--- config.mk ---
export PLATFORM = sky130hd
export DESIGN_NAME = square_seg_display_gen
export DESIGN_NICKNAME = d
export VERILOG_FILES = /design/src/rtl/square_seg_pkg.sv /design/src/rtl/sq_bin2bcd.sv /design/src/rtl/square_seg_display_gen.sv
export SDC_FILE = /design/constraint.sdc
export NUM_CORES = 1
export LEC_CHECK = 0
export CAP_MARGIN = 30
export CORE_AREA = 2 2 112 114
export DETAILED_ROUTE_END_ITERATION = 8
export DIE_AREA = 0 0 114 116
export PLACE_DENSITY = 0.78
export SETUP_SLACK_MARGIN = 0.1
export SLEW_MARGIN = 20
export SYNTH_ARGS = -nofsm -noshare
export SYNTH_HDL_FRONTEND = slang
export SYNTH_SLANG_ARGS = --single-unit
--- constraint.sdc ---
create_clock -name clk -period 6.8 [get_ports clk]
set_clock_uncertainty 0.2 [all_clocks]
set_input_delay 1.36 -clock clk [delete_from_list [all_inputs] [get_ports clk]]
set_output_delay 1.36 -clock clk [all_outputs]
set_load 0.01 [all_outputs]
--- src/rtl/square_seg_pkg.sv ---
// Shared types and constants for the squarer display.
//   sq_state_e   : control FSM states (IDLE -> MUL -> BCD -> LOAD)
//   SEG_TABLE    : active-low seven-segment patterns for 0-9, bit order {g,f,e,d,c,b,a}
//   SEG_BLANK    : all segments off
//   seg7_decode  : BCD nibble -> segment pattern; codes 10-15 decode to blank
package square_seg_pkg;

  typedef enum logic [1:0] {IDLE, MUL, BCD, LOAD} sq_state_e;

  localparam logic [6:0] SEG_BLANK = 7'h7F;

  // entry k is the pattern for digit k
  localparam logic [9:0][6:0] SEG_TABLE = {
    7'h10, 7'h00, 7'h78, 7'h02, 7'h12, 7'h19, 7'h30, 7'h24, 7'h79, 7'h40
  };

  function automatic logic [6:0] seg7_decode(input logic [3:0] bcd);
    logic [6:0] s;
    s = SEG_BLANK;
    for (int k = 0; k < 10; k++)
      if (bcd == 4'(k)) s = SEG_TABLE[k];
    return s;
  endfunction

endpackage

--- src/rtl/sq_bin2bcd.sv ---
// Sequential double-dabble binary to BCD converter.
//   clk   : clock, rising edge
//   rst   : synchronous active-high reset, abandons a conversion in flight
//   start : load bin this cycle; IN_W add-3/shift steps follow, one per cycle
//   bin   : binary input, sampled with start
//   done  : high in the cycle whose closing edge performs the final step,
//           i.e. IN_W cycles after the start cycle; bcd is final after that edge
//   bcd   : DIGITS packed BCD digits, digit 0 in bits [3:0]
module sq_bin2bcd
  import square_seg_pkg::*;
#(
  parameter int IN_W   = 12,
  parameter int DIGITS = 4
) (
  input  logic                  clk,
  input  logic                  rst,
  input  logic                  start,
  input  logic [IN_W-1:0]       bin,
  output logic                  done,
  output logic [4*DIGITS-1:0]   bcd
);

  localparam int CW = $clog2(IN_W + 1);

  logic [IN_W-1:0]     sh_q, sh_d;
  logic [4*DIGITS-1:0] bcd_q, bcd_d, adj;
  logic [CW-1:0]       cnt_q, cnt_d;   // steps remaining
  logic                act_q, act_d;

  // add 3 to every digit >= 5 before the shift so it carries correctly
  always_comb begin
    adj = bcd_q;
    for (int g = 0; g < DIGITS; g++)
      if (bcd_q[4*g +: 4] >= 4'd5) adj[4*g +: 4] = bcd_q[4*g +: 4] + 4'd3;
  end

  always_comb begin
    sh_d  = sh_q;
    bcd_d = bcd_q;
    cnt_d = cnt_q;
    act_d = act_q;
    if (start) begin
      sh_d  = bin;
      bcd_d = '0;
      cnt_d = CW'(IN_W);
      act_d = 1'b1;
    end else if (act_q) begin
      {bcd_d, sh_d} = {adj[4*DIGITS-2:0], sh_q, 1'b0};
      cnt_d = cnt_q - CW'(1);
      if (cnt_q == CW'(1)) act_d = 1'b0;
    end
  end

  always_ff @(posedge clk) begin
    if (rst) begin
      sh_q  <= '0;
      bcd_q <= '0;
      cnt_q <= '0;
      act_q <= 1'b0;
    end else begin
      sh_q  <= sh_d;
      bcd_q <= bcd_d;
      cnt_q <= cnt_d;
      act_q <= act_d;
    end
  end

  assign done = act_q && (cnt_q == CW'(1));
  assign bcd  = bcd_q;

endmodule

--- src/rtl/square_seg_display_gen.sv ---
// Free-running squarer display. A prescaled tick advances an operand counter;
// each accepted tick squares the operand (shift-add), converts the square to
// BCD (double-dabble) and loads NDIGITS seven-segment digits.
//   clk       : clock, rising edge
//   rst       : synchronous active-high reset, aborts any operation in flight
//   en        : count enable; freezes prescaler and counter, not the FSM
//   OPERAND   : operand currently displayed
//   SEG       : digit i at [7i+6:7i], {g,f,e,d,c,b,a}, active-low
//   LED_RED   : last result had nonzero digits above the displayed ones
//   LED_GREEN : toggles on every display update
//   busy      : FSM not in IDLE
// Build option SQ_LZ_BLANK_EN: blank leading zero digits (digit 0 always lit).
module square_seg_display_gen
  import square_seg_pkg::*;
#(
  parameter int WIDTH    = 6,
  parameter int NDIGITS  = 4,
  parameter int TICK_DIV = 50
) (
  input  logic                  clk,
  input  logic                  rst,
  input  logic                  en,
  output logic [WIDTH-1:0]      OPERAND,
  output logic [7*NDIGITS-1:0]  SEG,
  output logic                  LED_RED,
  output logic                  LED_GREEN,
  output logic                  busy
);

  localparam int BCD_D  = (2*WIDTH*30103)/100000 + 1;
  localparam int PW     = $clog2(TICK_DIV);
  localparam int MW     = $clog2(WIDTH + 1);
  localparam int PROD_W = 2*WIDTH;
  localparam int ND_ALL = (NDIGITS > BCD_D) ? NDIGITS : BCD_D;

  function automatic logic [7*NDIGITS-1:0] seg_rst_fn();
    logic [7*NDIGITS-1:0] s;
    s = '0;
    for (int i = 0; i < NDIGITS; i++) begin
`ifdef SQ_LZ_BLANK_EN
      s[7*i +: 7] = (i == 0) ? SEG_TABLE[0] : SEG_BLANK;
`else
      s[7*i +: 7] = SEG_TABLE[0];
`endif
    end
    return s;
  endfunction

  localparam logic [7*NDIGITS-1:0] SEG_RST = seg_rst_fn();

  sq_state_e            state_q, state_d;
  logic [PW-1:0]        presc_q, presc_d;
  logic                 tick;
  logic [WIDTH-1:0]     cnt_q, cnt_d;
  logic [WIDTH-1:0]     opnd_q, opnd_d;
  logic [PROD_W-1:0]    prod_q, prod_d;
  logic [MW-1:0]        mcnt_q, mcnt_d;
  logic                 go_q, go_d;        // starts the converter one cycle after MUL ends
  logic [WIDTH-1:0]     oper_q, oper_d;
  logic [7*NDIGITS-1:0] seg_q, seg_d, seg_new;
  logic                 red_q, red_d;
  logic                 green_q, green_d;
  logic                 bcd_done;
  logic [4*BCD_D-1:0]   bcd_w;
  logic [4*ND_ALL-1:0]  dig_all;
  logic                 hi_nz;

  // ---- prescaler ----
  assign tick = en && (presc_q == PW'(TICK_DIV-1));

  always_comb begin
    presc_d = presc_q;
    if (en) presc_d = tick ? '0 : presc_q + PW'(1);
  end

  // ---- BCD converter ----
  sq_bin2bcd #(.IN_W(PROD_W), .DIGITS(BCD_D)) u_bcd (
    .clk   (clk),
    .rst   (rst),
    .start (go_q),
    .bin   (prod_q),
    .done  (bcd_done),
    .bcd   (bcd_w)
  );

  // ---- digit decode ----
  always_comb begin
    dig_all = '0;
    dig_all[4*BCD_D-1:0] = bcd_w;
  end

  // digits beyond the display; zero-width loop when everything fits
  always_comb begin
    hi_nz = 1'b0;
    for (int i = NDIGITS; i < ND_ALL; i++)
      hi_nz = hi_nz | (dig_all[4*i +: 4] != 4'd0);
  end

  always_comb begin
    logic [3:0] d;
`ifdef SQ_LZ_BLANK_EN
    logic       lit;
    // a nonzero hidden digit makes every displayed zero significant
    lit = hi_nz;
`endif
    d       = '0;
    seg_new = '0;
    for (int i = NDIGITS-1; i >= 0; i--) begin
      d = dig_all[4*i +: 4];
`ifdef SQ_LZ_BLANK_EN
      lit = lit | (d != 4'd0) | (i == 0);
      seg_new[7*i +: 7] = lit ? seg7_decode(d) : SEG_BLANK;
`else
      seg_new[7*i +: 7] = seg7_decode(d);
`endif
    end
  end

  // ---- control FSM and datapath next state ----
  always_comb begin
    state_d = state_q;
    cnt_d   = cnt_q;
    opnd_d  = opnd_q;
    prod_d  = prod_q;
    mcnt_d  = mcnt_q;
    go_d    = 1'b0;
    oper_d  = oper_q;
    seg_d   = seg_q;
    red_d   = red_q;
    green_d = green_q;
    case (state_q)
      IDLE: begin
        // ticks outside IDLE fall through untouched: dropped
        if (tick) begin
          opnd_d  = cnt_q;
          cnt_d   = cnt_q + WIDTH'(1);
          prod_d  = '0;
          mcnt_d  = '0;
          state_d = MUL;
        end
      end
      MUL: begin
        if (opnd_q[mcnt_q])
          prod_d = prod_q + ({{WIDTH{1'b0}}, opnd_q} << mcnt_q);
        mcnt_d = mcnt_q + MW'(1);
        if (mcnt_q == MW'(WIDTH-1)) begin
          go_d    = 1'b1;
          state_d = BCD;
        end
      end
      BCD: begin
        if (bcd_done) state_d = LOAD;
      end
      LOAD: begin
        seg_d   = seg_new;
        oper_d  = opnd_q;
        red_d   = hi_nz;
        green_d = ~green_q;
        state_d = IDLE;
      end
      default: state_d = IDLE;
    endcase
  end

  always_ff @(posedge clk) begin
    if (rst) begin
      state_q <= IDLE;
      presc_q <= '0;
      cnt_q   <= '0;
      opnd_q  <= '0;
      prod_q  <= '0;
      mcnt_q  <= '0;
      go_q    <= 1'b0;
      oper_q  <= '0;
      seg_q   <= SEG_RST;
      red_q   <= 1'b0;
      green_q <= 1'b0;
    end else begin
      state_q <= state_d;
      presc_q <= presc_d;
      cnt_q   <= cnt_d;
      opnd_q  <= opnd_d;
      prod_q  <= prod_d;
      mcnt_q  <= mcnt_d;
      go_q    <= go_d;
      oper_q  <= oper_d;
      seg_q   <= seg_d;
      red_q   <= red_d;
      green_q <= green_d;
    end
  end

  assign OPERAND   = oper_q;
  assign SEG       = seg_q;
  assign LED_RED   = red_q;
  assign LED_GREEN = green_q;
  assign busy      = (state_q != IDLE);

endmodule

==> flow_metrics.tcl <==
set metrics [dict create \
    status "completed" \
    die_y_um 116 \
    holdPathEnd "SEG[17]$_SDFFE_PP0N_" \
    ys_types 58 \
    htreeDepth 3 \
    syn_inst 727 \
    wl_per_cell_um 13.91 \
    wl_um 12340 \
    grt_overflow 0 \
    antenna_found_initial 0 \
    whs_path_depth 2 \
    synth_nets 774 \
    fin_area_mm2 0.006675 \
    hold_buffers 0 \
    grt_use_met2_pct 36.79 \
    vias 4965 \
    ys_warn_count 0 \
    cpLargestDelayFamily "compound AO/OA/AOI/OAI gates" \
    arrival_ns 3.48 \
    layout.nets 782 \
    root_buffer "clkbuf_16" \
    synth_top_flop_cell "dfxtp_1" \
    setup_violations 0 \
    register_area_mm2 0.002082 \
    ant_nets 0 \
    yosys.area.top_type "dfxtp_1" \
    core_area_mm2 0.01191 \
    final_max_slew_viol_count 0 \
    peakVddDrop_mv 0.1264 \
    gp_congestion 0.8520 \
    vias_per_cell 5.598 \
    cp_cell_sequence "mux2i_1 -> nor2b_1 -> a211oi_1 -> ha_1 -> a21o_1 -> a21oi_1 -> a21boi_0 -> o41ai_1 -> nor3b_1 -> a211o_1" \
    yosysSeqAreaShare_pct 35.49 \
    drt_iter0_drc 299 \
    critPathBufInv 0 \
    grt_max_degree 84 \
    hp-class "reg2reg" \
    yosysMostFrequentCell "nor2_1" \
    grt.total_usage_pct 19.46 \
    hold_ws_ns 0.2608 \
    synthArstFlopShare_pct 0 \
    r2r_slack_ns 3.36 \
    pwr-share-comb_pct 6.6 \
    setup_tns_ns 0 \
    yosys-top-cells-count "nor2_1 (117), dfxtp_1 (104), a21oi_1 (77)" \
    cp_max_fo 14 \
    critPathMaxStageDelay_ns 0.66 \
    p_sw_share_pct 20.66 \
    num_io_pins 40 \
    postCtsSetupRepairBufs 0 \
    p_leak_nw 2.520 \
    insertion_delay_ns 0.35 \
    fin_crit_sh_pct 50.54 \
    busiest_layer "met2" \
    worstMarginPinSlew_ns 0.8760 \
    fmax_mhz 291.0 \
    cp-end-kind "flip-flop" \
    place_hpwl_um 8582 \
    synth_top_area_share_pct 35.49 \
    postCtsResizedCells 0 \
    die_w_um 114 \
    port_buffers 38 \
    r2r-end "prod_q[11]$_SDFFE_PP0P_" \
    row_count 40 \
    first_global_vias 4858 \
    multi_input_area_mm2 0.003492 \
    synth-seq-cells 104 \
    cp-start-kind "flip-flop" \
    pwr-share-clk_pct 49.7 \
    syn_avg_cell_area_um2 8.070 \
    clk_path_buf_depth 2 \
    rsz0062_at_grt "no" \
    slew_headroom_pct 41.60 \
    r2r_start "mcnt_q[1]$_SDFFE_PP0P_" \
    drtPass1Iterations 4 \
    grt_use_met1_pct 21.78 \
    clk_pin_slew_ns 0.07 \
    nFillCells 1071 \
    globalRouteMet3Util_pct 4.707 \
    critPathKind "reg2reg" \
    synth_area_mm2 0.005867 \
    grt_pass1_wl_um 21270 \
    seqPwrFrac_pct 43.8 \
    drive_gt1_share_pct 5.270 \
    reg2reg_depth 10 \
    cts-buffers-inserted 9 \
    min_from "SEG[17]$_SDFFE_PP0N_" \
    switching_power_mw 0.2919 \
    placed_area_mm2 0.006261 \
    n_antenna_cell 0 \
    synth_edf_count 0 \
    crit_required_ns 6.84 \
    die_area_mm2 0.01322 \
    period_needed_ns 3.436 \
    drv_cap 0 \
    cts_tree "done" \
    p_int_mw 1.121 \
    synth_area_leaders "dfxtp_1 (35%), ha_1 (9.2%), nor2_1 (7.5%)" \
    initial_core_util_pct 49.25 \
    crit_slowest_cell "dfxtp_1" \
    final-hold-violation-count 0 \
    area_growth_pct 13.78 \
    drc 0 \
    powerDensity_mw_per_mm2 211.7 \
    cts_sinks 104 \
]
## worst max-delay path by stage
stage / from / endpoint / slack [ns] / cells after the start
finish: mcnt_q[1]$_SDFFE_PP0P_ / prod_q[11]$_SDFFE_PP0P_ / 3.36 / 10
global route: mcnt_q[1]$_SDFFE_PP0P_ / prod_q[11]$_SDFFE_PP0P_ / 3.10 / 10
CTS: mcnt_q[1]$_SDFFE_PP0P_ / prod_q[11]$_SDFFE_PP0P_ / 3.40 / 10
detailed placement: en / cnt_q[4]$_SDFFE_PP0P_ / 3.13 / 7
global placement: en / cnt_q[4]$_SDFFE_PP0P_ / 3.21 / 7
floorplan: mcnt_q[1]$_SDFFE_PP0P_ / prod_q[11]$_SDFFE_PP0P_ / 3.84 / 11
## cell families (layout without fill, tap and decap cells)
| kind of cell | after synthesis | in the layout | share of synthesized area [%] |
|---|---|---|---|
| simple gates | 256 | 256 | 20.22 |
| compound gates | 190 | 190 | 19.92 |
| flops | 104 | 104 | 35.49 |
| buf+inv | 72 | 85 | 4.990 |
| fa+ha+maj | 44 | 44 | 9.512 |
| mux | 38 | 38 | 6.526 |
| xor+xnor | 22 | 22 | 3.284 |
| other cells | 1 | 1 | 0.06392 |
## stage by stage
step                std cells  setup slack (ns)  utilization [%]  power [mW]
detailed placement        871             3.127            52.56      0.7248
CTS                       887             3.402            56.04       1.429
global route              887             3.103            56.04       1.464
floorplan                 727             3.845                -      0.7010
global placement          871             3.205            52.56      0.7190
finish                    887             3.364            56.04       1.413
## power by group through the flow
| stage | clock network (mW) | logic [mW] | registers [mW] |
|---|---|---|---|
| after global routing | 0.743 | 0.102 | 0.620 |
| after floorplan | 0 | 0.0705 | 0.631 |
| after detailed placement | 0 | 0.0921 | 0.633 |
| after global placement | 0 | 0.0866 | 0.632 |
| final | 0.702 | 0.0927 | 0.619 |
| after CTS | 0.717 | 0.0931 | 0.619 |
## metal layers
layer	up-vias	share of wire [%]
met5	-	0
met4	0	0.73
met3	10	2.8
met2	83	52
met1	2342	44
li1	2530	-
## sequential cells by signal, indices dropped and copies added, names as in the netlist, 4 cells and up
signal	cells
opnd_q	6
u_bcd.cnt_q	4
u_bcd.sh_q	12
presc_q	6
cnt_q	6
OPERAND	6
prod_q	12
SEG	28
u_bcd.bcd	16
## tightest hold or removal path: stages, from the launching register on
cell	delay [ns]
dfxtp_1	0.31
nand2_1	0.06
a21oi_1	0.05
## placed cells by master, fill, tap and decap left out, types with 3 or more instances in the layout
cell,n
nand3b_1,4
nor3_1,15
clkbuf_16,9
inv_1,28
nor2b_1,6
and2_1,5
mux2i_1,36
a211oi_1,16
xor2_1,10
clkdlybuf4s50_1,37
nand2b_1,16
nand2_1,56
buf_4,3
ha_1,43
o21ai_0,39
and3_1,3
o32ai_1,4
a32oi_1,6
bufinv_16,6
nand3_1,6
a21oi_1,77
o22a_1,4
o22ai_1,3
or3_1,4
o31ai_1,5
nand4_1,5
a22oi_1,6
nor2_1,117
o21bai_1,4
o211ai_1,5
or2_2,9
a32o_1,3
dfxtp_1,104
xnor2_1,12
## cell type report
| type | instances | share of cell area, % |
|---|---|---|
| Clock inverter | 7 | 2.830 |
| Multi-Input combinational cell | 551 | 52.31 |
| Sequential cell | 104 | 31.19 |
| Tap cell | 147 | 2.755 |
| Inverter | 28 | 1.575 |
| Timing Repair Buffer | 41 | 5.961 |
| Clock buffer | 9 | 3.374 |
Power figures use the tool's default switching activity.
